<file path="config.mk">
export PLATFORM = sky130hd
export DESIGN_NAME = prng_iom
export DESIGN_NICKNAME = d
export VERILOG_FILES = /design/src/rtl/prng_iom.sv
export SDC_FILE = /design/constraint.sdc
export NUM_CORES = 1
export LEC_CHECK = 0
export BUFFER_PORTS_ARGS = -buffer_cell sky130_fd_sc_hd__buf_2
export CAP_MARGIN = 30
export CELL_PAD_IN_SITES_DETAIL_PLACEMENT = 1
export CELL_PAD_IN_SITES_GLOBAL_PLACEMENT = 2
export CORE_UTILIZATION = 38
export CTS_CLUSTER_DIAMETER = 120
export DETAILED_ROUTE_END_ITERATION = 16
export PLACE_DENSITY_LB_ADDON = 0.1
export SYNTH_ARGS = -nofsm -noshare
export SYNTH_HDL_FRONTEND = slang
export SYNTH_SLANG_ARGS = --single-unit
</file>
<file path="constraint.sdc">
create_clock -name clk -period 2.7 [get_ports clk]
set_input_delay 0.81 -clock clk [delete_from_list [all_inputs] [get_ports clk]]
set_output_delay 0.81 -clock clk [all_outputs]
set_load 0.02 [all_outputs]
</file>
<file path="src/rtl/prng_iom.sv">
// prng_iom: xorshift32 pseudo-random number generator on the MicroBlaze MCS IO bus.
// Register map (word decode of io_address[11:2]):
//    0x000 SEED  read/write, byte-lane writable; a write also restarts the generator
//    0x004 RAND  read-only; every read advances the generator and returns the new value
//    other       read as zero, writes ignored
// Every accepted transaction is acknowledged exactly one cycle after io_addr_strobe.
module prng_iom #(
   parameter logic [31:0] RESET_SEED = 32'h0000_0001
) (
   input  logic        clk,
   input  logic        rst,
   input  logic        io_addr_strobe,
   input  logic        io_read_strobe,
   input  logic        io_write_strobe,
   input  logic [11:0] io_address,
   input  logic [3:0]  io_byte_enable,
   input  logic [31:0] io_write_data,
   output logic [31:0] io_read_data,
   output logic        io_ready
);

   // Word indices within the peripheral window.
   localparam logic [9:0] WORD_SEED = 10'd0;
   localparam logic [9:0] WORD_RAND = 10'd1;

   // One xorshift32 step; shifts are logical and truncate to 32 bits.
   function automatic logic [31:0] xorshift32(input logic [31:0] x);
      logic [31:0] t;
      t = x ^ (x << 13);
      t = t ^ (t >> 17);
      t = t ^ (t << 5);
      return t;
   endfunction

   logic [31:0] seed_q,  seed_d;
   logic [31:0] state_q, state_d;
   logic [31:0] rdata_q, rdata_d;
   logic        ready_q, ready_d;

   logic [9:0]  word_addr;
   logic        hit_seed;
   logic        hit_rand;
   logic        do_write;
   logic        do_read;
   logic [31:0] merged_seed;
   logic [31:0] next_rand;

   // The byte offset within a word carries no meaning for this block.
   logic unused_addr_bits;
   assign unused_addr_bits = ^io_address[1:0];

   assign word_addr = io_address[11:2];
   assign hit_seed  = (word_addr == WORD_SEED);
   assign hit_rand  = (word_addr == WORD_RAND);

   // A write wins when both qualifiers are set; the read side is then suppressed.
   assign do_write  = io_addr_strobe & io_write_strobe;
   assign do_read   = io_addr_strobe & io_read_strobe & ~io_write_strobe;

   assign next_rand = xorshift32(state_q);

   // Merge write data into the current seed lane by lane.
   always_comb begin
      // NOTE: every combinational output gets a default first, so no path can infer a latch.
      merged_seed = seed_q;
      for (int i = 0; i < 4; i++) begin
         if (io_byte_enable[i]) begin
            merged_seed[8*i +: 8] = io_write_data[8*i +: 8];
         end
      end
   end

   // Next-state for seed, generator state and read data.
   always_comb begin
      seed_d  = seed_q;
      state_d = state_q;
      rdata_d = rdata_q;
      ready_d = io_addr_strobe;

      if (do_write) begin
         if (hit_seed) begin
            seed_d = merged_seed;
            // A zero state would lock xorshift32 at zero forever, so substitute the reset seed.
            state_d = (merged_seed == 32'h0) ? RESET_SEED : merged_seed;
         end
      end else if (do_read) begin
         if (hit_seed) begin
            rdata_d = seed_q;
         end else if (hit_rand) begin
            state_d = next_rand;
            rdata_d = next_rand;
         end else begin
            rdata_d = 32'h0;
         end
      end
   end

   // Register all state; reset clears any pending acknowledge immediately.
   always_ff @(posedge clk or negedge rst) begin
      // NOTE: sequential state uses non-blocking assignments so every register samples pre-edge values.
      if (!rst) begin
         seed_q  <= RESET_SEED;
         state_q <= RESET_SEED;
         rdata_q <= 32'h0;
         ready_q <= 1'b0;
      end else begin
         seed_q  <= seed_d;
         state_q <= state_d;
         rdata_q <= rdata_d;
         ready_q <= ready_d;
      end
   end

   assign io_read_data = rdata_q;
   assign io_ready     = ready_q;

endmodule

</file>
==> run_results.csv <==
group,metric,value,unit
synth,synth.avg_cell_area,9.49,um^2
power,p_leak,0.00298,uW
synth,synth_area_leaders,"dfrtp_1 (44%), nand2_1 (9.1%), xnor2_1 (8.5%), mux2i_1 (5.8%), a22oi_1 (4.8%)",
synth,yosysTopAreaCellShare,44.2,%
clocking,cts_tree,"yes",
route,first_pass_iters,4,
setup_path,timing.critical_path.from,"io_address[6]",
sta,hold_viol,0,
power,ir_worst_vdd,0.000248,V
placed_design,place_congestion,0.853,
layout,fin_nets,696,
clocking,cts_buffer_depth,2,
setup_path,r2r_start,"seed_q[10]",
route,drc,0,
setup_path,cpPeakStageDelay,0.52,ns
synth,yosys_most_used_dff,"dfrtp_1",
synth,synth_most_common_cell,"nand2_1",
worst_hold_path,min_path_type,"in2async",
status,outcome,"completed",
route,routedWlPerCell,18.6,um
synth,async_flop_share,100,%
synth,synth-edff-count,0,
layout,n_fill_cell,1601,
global_route,grt_pass1_wl,25000,um
placed_design,dpl-instance-area,6060,um^2
clocking,ctsHoldBuffers,0,
floorplan,io_pins,86,
placed_design,post-dp-hpwl,11200,um
floorplan,die_height,121,um
sta,rsz0062_at_grt,"no",
floorplan,die_w,121,um
synth,synthTopCellsByCount,"nand2_1 (130), dfrtp_1 (95), xnor2_1 (52)",
placed_design,io_buffer_count,83,
clocking,clk_pin_slew_worst_paths,0.07,ns
global_route,grt_pass1_vias,4490,
clocking,ctsResizeCount,0,
synth,yosysSeqAreaShare,45.2,%
sta,fin_crit_sh,93.2,%
clocking,cts.sinks,97,
global_route,grt_max_degree,55,
clocking,h-tree-depth,3,
layout,multiInputGateArea,2750,um^2
clocking,post-cts-setup-buffer-count,0,
route,dr_total_vias,4364,
layout,antennaDiodeCount,0,
placed_design,dpl_worst_slack,-0.185,ns
synth,synth_cell_types,39,
power,switchingPower,728,uW
floorplan,initial_utilization,38.9,%
sta,max_slew.worst_pin.slew,0.683,ns
power,combPwrFrac,8.7,%
sta,slew_violations,0,
setup_path,critPathKind,"in2reg",
clocking,cts_buffers,9,
global_route,grt-ovfl-total,0,
setup_path,required,2.93,ns
power,power.share.clock,41.4,%
route,drt_wl_total,15400,um
global_route,antenna_found_initial,0,
layout,drive_above_1_share,23.9,%
clocking,cts-root-buf,"clkbuf_16",
synth,synth_top_cell_by_area,"dfrtp_1",
route,drt_iter0_drc,193,
sta,fmaxAchievable,397,MHz
layout,syn_to_final_growth,17.8,%
synth,syn-num-nets,619,
route,vias_per_cell,5.27,
layout,final_core_util,45.8,%
sta,clock-skew-final,0.00843,ns
setup_path,path_cells,"buf_2 -> or4_4 -> or3_4 -> nor4_4 -> buf_12 -> nand2_2 -> mux2_1",
power,internal_power,2210,uW
sta,fin_ws,0.183,ns
clocking,clkLatencyLatePin,0.35,ns
flow_run,maxCapViolCount,0,
setup_path,arrival,2.75,ns
floorplan,rows,43,
setup_path,cp-end-kind,"flop",
floorplan,dieArea,14600,um^2
synth,syn-cell-area,5370,um^2
global_route,grtUsageTotal,22.6,%
power,p_per_area,464,nW/um^2
synth,syn_inst,566,
setup_path,slowest_stage,"or4_4",
sta,setup_viol,0,
power,switching_share,24.8,%
synth,yosysWarnings,0,
synth,ys_seq_elements,97,
layout,stdcell_area,6330,um^2
route,ant_nets,0,
setup_path,critPathMaxFanout,6,
layout,seq_area,2430,um^2
sta,relSlewSlack,54.2,%
sta,post-route-min-period,2.52,ns
floorplan,core,13800,um^2
setup_path,startpoint_type,"primary input",
power,p_seq_share,49.9,%
-- power by group through the flow --
stage	clock network, uW	registers (uW)	logic [uW]
after floorplan	0	1490	131
after global placement	0	1490	256
after detailed placement	0	1490	260
after CTS	1240	1460	263
after global routing	1300	1460	285
final	1210	1470	256
-- logic make-up (layout without fill, tap and decap cells) --
group	Yosys count	after routing	share of synthesized area (%)
multiplexers	47	47	9.13
XOR/XNOR	68	68	11.1
AND/OR/NAND/NOR	182	182	15.1
AO/OA/AOI/OAI	133	133	15.9
flip-flops	97	97	45.2
buffers and inverters	39	121	3.56
-- critical path: cells and delay by family --
kind | cells | cell delay (ns)
and+or+nand+nor | 4 | 1.29
muxes | 1 | 0.37
buffers and inverters | 2 | 0.28
-- registers in the layout, summed over array words and instances (netlist names) --
signal and cells:
io_ready 1, seed_q 32, io_read_data 32, state_q 32
-- worst paths after layout --
check,end,slack (ns),depth (start not counted)
setup / recovery,seed_q[26],0.18,7
hold / removal,io_ready,0.43,1
hold reg to reg,io_read_data[28],0.46,2
min in group clk,io_read_data[28],0.46,2
max in group asynchronous,state_q[9],1.63,2
setup reg to reg,state_q[0],0.66,5
-- per-stage QoR --
step / std cells / power, uW / hold slack, ns / setup TNS, ns
2_1_floorplan: 566 / 1620 / 0.469 / 0
3_3_place_gp: 812 / 1750 / 0.444 / -2.92
3_5_place_dp: 812 / 1750 / 0.451 / -3.48
4_1_cts: 828 / 2970 / 0.453 / 0
5_1_grt: 828 / 3050 / 0.462 / 0
6_report: 828 / 2930 / 0.426 / 0
-- routing by layer --
metal | vias up | GRT usage [%] | part of all wire (%)
li1 | 2116 | - | -
met1 | 2158 | 31.3 | 47
met2 | 73 | 36.4 | 48
met3 | 17 | 2.96 | 3.0
met4 | 0 | 7.72 | 1.7
met5 | - | 0 | 0
-- cell type report --
class | instances | share of cell area [%]
Tap cell | 180 | 3.56
Clock buffer | 15 | 4.07
Timing Repair Buffer | 105 | 10.4
Multi-Input combinational cell | 430 | 43.5
Sequential cell | 97 | 38.4
Clock inverter | 1 | 0.0791
-- placed cells by master (no fill, tap or decap), types with 2 or more instances in the layout --
cell type | synthesis | final
nand2_1 | 130 | 130
dfrtp_1 | 95 | 95
buf_2 | 6 | 82
xnor2_1 | 52 | 52
o21ai_0 | 50 | 50
a22oi_1 | 34 | 34
mux2i_1 | 31 | 31
o21ai_2 | 19 | 19
nor2_1 | 17 | 17
a21oi_1 | 17 | 17
buf_4 | 0 | 17
xor2_1 | 16 | 16
mux2_2 | 10 | 10
nor3_1 | 9 | 9
clkbuf_16 | 0 | 9
nor4_1 | 8 | 8
mux2_1 | 6 | 6
buf_12 | 0 | 6
o22a_1 | 5 | 5
clkbuf_1 | 25 | 5
o21ai_1 | 3 | 3
or4_4 | 2 | 2
nor4_4 | 2 | 2
and3_1 | 2 | 2
nand3_1 | 2 | 2
or4_1 | 2 | 2
dfstp_2 | 2 | 2
Note: power is estimated with default switching activity, not from simulation.
